### config.mk
export PLATFORM = sky130hd
export DESIGN_NAME = pmcc_instr_encoder
export DESIGN_NICKNAME = d
export VERILOG_FILES = /design/src/rtl/pmcc_enc_pkg.sv /design/src/rtl/pmcc_instr_encoder_word_gen.sv /design/src/rtl/pmcc_instr_encoder.sv
export SDC_FILE = /design/constraint.sdc
export NUM_CORES = 1
export LEC_CHECK = 0
export BUFFER_PORTS_ARGS = -buffer_cell sky130_fd_sc_hd__buf_2
export CAP_MARGIN = 20
export CELL_PAD_IN_SITES_DETAIL_PLACEMENT = 0
export CELL_PAD_IN_SITES_GLOBAL_PLACEMENT = 2
export CORE_MARGIN = 2
export CORE_UTILIZATION = 31
export DETAILED_ROUTE_END_ITERATION = 8
export PLACE_DENSITY = 0.86
export SLEW_MARGIN = 10
export SYNTH_ARGS = -nofsm -noshare
export SYNTH_HDL_FRONTEND = slang
export SYNTH_SLANG_ARGS = --single-unit
### constraint.sdc
create_clock -name clk -period 2.2 [get_ports clk]
set_input_delay 0.33 -clock clk [delete_from_list [all_inputs] [get_ports clk]]
set_output_delay 0.33 -clock clk [all_outputs]
set_load 0.02 [all_outputs]
### src/rtl/pmcc_enc_pkg.sv
// Shared types and encoding helpers for the PMC coprocessor instruction encoder.
// Opcode values match the instruction decoder's bits [7:5].
package pmcc_enc_pkg;

    typedef enum logic [2:0] {
        OP_WAITT  = 3'd0,
        OP_JUMP   = 3'd1,
        OP_LOOP   = 3'd2,
        OP_STOREB = 3'd3,
        OP_STORE  = 3'd4
    } pmcc_enc_op_t;

    localparam logic [2:0] OPC_STORE  = 3'b110;
    localparam logic [2:0] OPC_STOREB = 3'b100;
    localparam logic [2:0] OPC_LOOP   = 3'b010;
    localparam logic [2:0] OPC_JUMP   = 3'b001;
    localparam logic [2:0] OPC_WAITT  = 3'b000;

    typedef enum logic [1:0] {
        S_IDLE,
        S_WR_INSTR,
        S_WR_ARG0,
        S_WR_ARG1
    } pmcc_enc_state_t;

    // Total words written (instruction + operands); 0 marks an illegal op.
    function automatic logic [1:0] op_word_count(input logic [2:0] op);
        logic [1:0] n;
        n = 2'd0;
        case (pmcc_enc_op_t'(op))
            OP_WAITT:            n = 2'd1;
            OP_JUMP, OP_LOOP:    n = 2'd2;
            OP_STOREB, OP_STORE: n = 2'd3;
            default:             n = 2'd0;
        endcase
        return n;
    endfunction

    function automatic logic [2:0] op_opcode(input logic [2:0] op);
        logic [2:0] opc;
        opc = OPC_WAITT;
        case (pmcc_enc_op_t'(op))
            OP_WAITT:  opc = OPC_WAITT;
            OP_JUMP:   opc = OPC_JUMP;
            OP_LOOP:   opc = OPC_LOOP;
            OP_STOREB: opc = OPC_STOREB;
            OP_STORE:  opc = OPC_STORE;
            default:   opc = OPC_WAITT;
        endcase
        return opc;
    endfunction

endpackage

### src/rtl/pmcc_instr_encoder_word_gen.sv
// Combinational command -> instruction word translation: opcode placement,
// word count and legality of the requested op.
module pmcc_instr_word_gen
    import pmcc_enc_pkg::*;
(
    input  logic [2:0]  op,
    input  logic [23:0] imm,
    output logic [31:0] instr,
    output logic [1:0]  nwords,
    output logic        legal
);

    logic [2:0] opc;

    always_comb begin
        opc    = op_opcode(op);
        nwords = op_word_count(op);
        legal  = (nwords != 2'd0);
        instr  = {imm, opc, 5'b0_0000};
    end

endmodule

### src/rtl/pmcc_instr_encoder.sv
// PMC coprocessor instruction encoder: writes encoded commands into code RAM.
// Optional macro PMCC_ENCODER_OVERFLOW_CHECK_EN drops commands that would wrap.
module pmcc_instr_encoder
    import pmcc_enc_pkg::*;
#(
    parameter int unsigned ADDR_WIDTH = 8
) (
    input  logic                  clk,
    input  logic                  rst_n,
    input  logic                  load_addr,
    input  logic [ADDR_WIDTH-1:0] start_addr,
    input  logic                  cmd_valid,
    output logic                  cmd_ready,
    input  logic [2:0]            cmd_op,
    input  logic [23:0]           cmd_imm,
    input  logic [31:0]           cmd_arg0,
    input  logic [31:0]           cmd_arg1,
    output logic                  mem_req,
    output logic [ADDR_WIDTH-1:0] mem_addr,
    output logic [31:0]           mem_wdata,
    input  logic                  mem_gnt,
    output logic [ADDR_WIDTH-1:0] wr_ptr,
    output logic                  busy,
    output logic                  error
);

    pmcc_enc_state_t state_q, state_d;

    logic                  rdy_en_q;
    logic [31:0]           arg0_q, arg1_q;
    logic [1:0]            nwords_q;

    logic [31:0]           gen_instr;
    logic [1:0]            gen_nwords;
    logic                  gen_legal;

    logic                  accept, fits, take, gnt_ok;
    logic [ADDR_WIDTH-1:0] ptr_inc;

    logic                  req_d, err_d;
    logic [ADDR_WIDTH-1:0] addr_d, ptr_d;
    logic [31:0]           wdata_d;

    pmcc_instr_word_gen u_word_gen (
        .op     (cmd_op),
        .imm    (cmd_imm),
        .instr  (gen_instr),
        .nwords (gen_nwords),
        .legal  (gen_legal)
    );

    // rdy_en_q keeps cmd_ready low while reset is asserted.
    assign cmd_ready = rdy_en_q && (state_q == S_IDLE) && !load_addr;
    assign accept    = cmd_valid && cmd_ready;
    assign gnt_ok    = mem_req && mem_gnt;
    assign ptr_inc   = wr_ptr + ADDR_WIDTH'(1);
    assign busy      = (state_q != S_IDLE);

`ifdef PMCC_ENCODER_OVERFLOW_CHECK_EN
    logic [ADDR_WIDTH:0] end_ptr;
    assign end_ptr = {1'b0, wr_ptr} + (ADDR_WIDTH+1)'(gen_nwords);
    assign fits    = (end_ptr <= {1'b1, {ADDR_WIDTH{1'b0}}});
`else
    assign fits    = 1'b1;
`endif

    assign take = accept && gen_legal && fits;

    always_comb begin
        state_d = state_q;
        case (state_q)
            S_IDLE:     if (take) state_d = S_WR_INSTR;
            S_WR_INSTR: if (gnt_ok) state_d = (nwords_q == 2'd1) ? S_IDLE : S_WR_ARG0;
            S_WR_ARG0:  if (gnt_ok) state_d = (nwords_q == 2'd2) ? S_IDLE : S_WR_ARG1;
            S_WR_ARG1:  if (gnt_ok) state_d = S_IDLE;
            default:    state_d = S_IDLE;
        endcase
    end

    // Next values of the registered write port: the following word is loaded
    // in the same cycle the current one is granted, so writes can stream.
    always_comb begin
        req_d   = mem_req;
        addr_d  = mem_addr;
        wdata_d = mem_wdata;
        ptr_d   = wr_ptr;
        err_d   = error;
        case (state_q)
            S_IDLE: begin
                if (load_addr) begin
                    ptr_d = start_addr;
                    err_d = 1'b0;
                end else if (take) begin
                    req_d   = 1'b1;
                    addr_d  = wr_ptr;
                    wdata_d = gen_instr;
                end else if (accept) begin
                    err_d = 1'b1;
                end
            end
            S_WR_INSTR: begin
                if (gnt_ok) begin
                    ptr_d = ptr_inc;
                    if (nwords_q == 2'd1) begin
                        req_d = 1'b0;
                    end else begin
                        addr_d  = ptr_inc;
                        wdata_d = arg0_q;
                    end
                end
            end
            S_WR_ARG0: begin
                if (gnt_ok) begin
                    ptr_d = ptr_inc;
                    if (nwords_q == 2'd2) begin
                        req_d = 1'b0;
                    end else begin
                        addr_d  = ptr_inc;
                        wdata_d = arg1_q;
                    end
                end
            end
            S_WR_ARG1: begin
                if (gnt_ok) begin
                    ptr_d = ptr_inc;
                    req_d = 1'b0;
                end
            end
            default: req_d = 1'b0;
        endcase
    end

    always_ff @(posedge clk or negedge rst_n) begin
        if (!rst_n) begin
            state_q   <= S_IDLE;
            rdy_en_q  <= 1'b0;
            mem_req   <= 1'b0;
            mem_addr  <= '0;
            mem_wdata <= '0;
            wr_ptr    <= '0;
            error     <= 1'b0;
            arg0_q    <= '0;
            arg1_q    <= '0;
            nwords_q  <= '0;
        end else begin
            state_q   <= state_d;
            rdy_en_q  <= 1'b1;
            mem_req   <= req_d;
            mem_addr  <= addr_d;
            mem_wdata <= wdata_d;
            wr_ptr    <= ptr_d;
            error     <= err_d;
            if (take) begin
                arg0_q   <= cmd_arg0;
                arg1_q   <= cmd_arg1;
                nwords_q <= gen_nwords;
            end
        end
    end

endmodule

==> impl_metrics.toml <==
[synthesis]
ys_types = 41
synth_seq_cells = 119
synth-adder-area-share_pct = 1.31
synthMuxAreaShare_pct = 24.1
synthFlopType = "dfrtp_1"
synthSimpleGateAreaFrac_pct = 6.52
syn_inst = 460
ys_warn_count = 0
synth_edf_count = 0
synth.cell_area_mm2 = 0.00574
synth_top_family_by_area = "multiplexers"
synthXorXnorAreaFrac_pct = 1.37
synth-seq-area-share_pct = 51.9
synth_area_per_cell_um2 = 12.5
synth-async-reset-ratio_pct = 100
synth_compound_area_share_pct = 10.5
syn_nets = 570

[route]
viasPerCell = 4.83
drc_errors = 26
drtIter0Drc = 165
routed_wl_mm = 14.3
vias = 4148
detail-route-antenna-nets = 0
wire_per_inst_um = 16.7
firstDrtPassIters = 8

[floorplan]
rows = 49
ioPinCount = 156
start_util_pct = 31.7
fp.dieArea_mm2 = 0.0196
core_mm2 = 0.0181
die_x_um = 140
fp.dieH_um = 140

[setup_path]
critPathMaxStageDelay_ns = 0.41
cp.arrival_ns = 2.35
cp-endpoint = "mem_wdata[20]"
crit_path_max_fanout = 21
r2r_cells = 7
startpoint_type = "flop"
cp_num_buf_inv = 2
critical_path.top_delay_family = "simple AND/OR/NAND/NOR gates"
reg2reg_from = "state_q[1]"
r2r_end = "mem_wdata[20]"
crit_path_cell_trace = "inv_1 -> ha_4 -> and4b_4 -> a21o_1 -> and4_4 -> buf_12 -> mux2_4"
slowest_stage = "dfrtp_1"
path_class = "reg2reg"
reg2reg_setup_slack_ns = 0.13
required_ns = 2.48
crit_start = "state_q[1]"
cp-end-kind = "flop"
worst-path-stages = 7

[power_and_ir_drop]
vdd_drop_max_uv = 453
leakagePower_nw = 3.79
powerDensity_mw_per_mm2 = 699
power_w = 0.00516

[global_route]
grt_use_total_pct = 15.2
grt_pass1_vias = 4613
grt_max_degree = 120
grt_antenna_before_repair = 0
grt_overflow = 0
grt_pass1_wl_mm = 23.6

[clock_network]
clk_pin_slew_ns = 0.06
clk-insertion-delay-late_ns = 0.41
cts_tree = "done"
clockBufferDepth = 2
cts_setup_buffers = 0
htreeDepth = 4
cts_hold_buffers = 0
ctsRootBufferMaster = "clkbuf_16"
cts_buffers = 17
clock-sinks = 119

[sta]
min_period_ns = 2.07
drv_slew = 0
worst_slack_ns = 0.131
max_slew_margin_pct = 54.9
fin_setup_tns_ns = 0
rsz0062_at_grt = "no"
hold_viol = 0
setup_viol = 0
clock_skew_ns = 0.0121
tightest_slew_ns = 0.676
fmaxAchievable_mhz = 483
fin_crit_sh_pct = 94.1

[placement]
portBuffers = 155
dpl.cell_count = 825
dp_hpwl_mm = 10.3
gpl.final_weighted_congestion = 0.816
pre_cts_ws_ns = 0.0997

[hold_path]
hp-class = "in2async"

[job]
maxCapViolations = 0

[cells_and_area]
layout-drive-gt1-share_pct = 50.5
layout.nets = 725
area_growth_pct = 28.7
final-instance-count-excl-fill = 858
postLayoutCoreUtil_pct = 40.9

[status]
status = "finished, violations left"
violations = "DRC"
-- per-stage QoR --
| stage | instance area [µm²] | hold WS [ns] |
|---|---|---|
| 3_3_place_gp | 6770 | 0.472 |
| 4_1_cts | 7380 | 0.0404 |
| 3_5_place_dp | 6770 | 0.489 |
| 5_1_grt | 7390 | 0.0535 |
| 2_1_floorplan | 5740 | 0.0344 |
| 6_report | 7390 | 0.00537 |
-- flip-flops by register name, indices dropped and copies added (netlist names) --
register and cells:
mem_req 1, mem_wdata 32, wr_ptr 8, arg1_q 32, arg0_q 32, rdy_en_q 1, error 1, state_q 2
mem_addr 8, nwords_q 2
-- worst min path at each step --
stage,slack (ns),to,startpoint
floorplan,0.03,arg0_q[0],rst_n
global placement,0.47,wr_ptr[4],rst_n
finish,0.005,mem_addr[5],rst_n
global route,0.05,wr_ptr[6],rst_n
CTS,0.04,wr_ptr[7],rst_n
detailed placement,0.49,mem_addr[5],rst_n
-- where the power goes --
| part | leakage (nW) | total, W | internal (W) | switching, W |
|---|---|---|---|---|
| Sequential | 1.66 | 0.00219 | 0.00219 | 0.000000422 |
| Combinational | 1.83 | 0.000159 | 0.0000744 | 0.0000850 |
| Clock | 0.303 | 0.00281 | 0.00186 | 0.000954 |
| Total | 3.79 | 0.00516 | 0.00412 | 0.00104 |
-- layer usage --
layer	GRT usage (%)	share of wire [%]
met3	5.37	5.8
met5	0	0
met4	4.52	0.89
met2	25.0	49
met1	18.9	44
-- what timing repair did --
action	in CTS	in global routing
gates resized for setup	1	2
setup endpoints to repair	1	41
cloned	0	0
hold endpoints to repair	0	0
-- final cells by class --
type | instances | area (µm²)
clock buffers | 22 | 474
well taps | 229 | 287
diodes | 1 | 2.50
multi-input cells | 299 | 2550
flip-flops and latches | 119 | 2980
inverters | 7 | 26.3
fillers | 1712 | 10700
clock inverters | 10 | 125
repair buffers | 171 | 948
-- synth_stat cells, drive strengths merged, types with 6 or more instances --
cell / instances / share of area (%)
nor2: 31 / 2.0
clkbuf: 21 / 1.4
buf: 14 / 2.4
dfrtp: 119 / 52
a22oi: 30 / 3.9
nor2b: 8 / 0.87
o22ai: 6 / 0.65
a21oi: 39 / 3.4
xnor2: 7 / 1.1
mux2: 107 / 24
ha: 6 / 1.3
nand4: 6 / 0.65
o21ai: 10 / 0.94
inv: 7 / 0.46
nand2: 14 / 0.92
-- cells in the final DEF, fill, tap and decap left out, types with 3 or more instances in the layout --
master	synthesis	layout
xnor2_1	7	7
buf_12	4	4
nand4_1	6	6
clkbuf_16	0	17
inv_1	7	6
nor2_1	31	31
ha_1	6	3
buf_2	8	154
mux2_4	40	40
nand2_1	14	13
bufinv_16	0	3
buf_4	0	13
nor2b_1	8	8
mux2i_1	3	3
o21ai_0	9	9
nand3_1	4	4
dfrtp_1	119	119
o22ai_1	6	6
a21oi_1	39	39
a21o_1	3	3
clkinv_2	0	7
clkbuf_8	0	3
a22oi_1	30	30
mux2_2	67	67
-- kinds of logic (layout without fill, tap and decap cells) --
logic type | Yosys count | count (layout)
other | 1 | 2
flip-flops | 119 | 119
adder cells (fa/ha/maj) | 6 | 6
multiplexers | 110 | 110
XOR/XNOR | 9 | 9
AND/OR/NAND/NOR | 76 | 76
buffers and inverters | 42 | 210
AO/OA/AOI/OAI | 97 | 97
(Power assumes the default switching activity.)
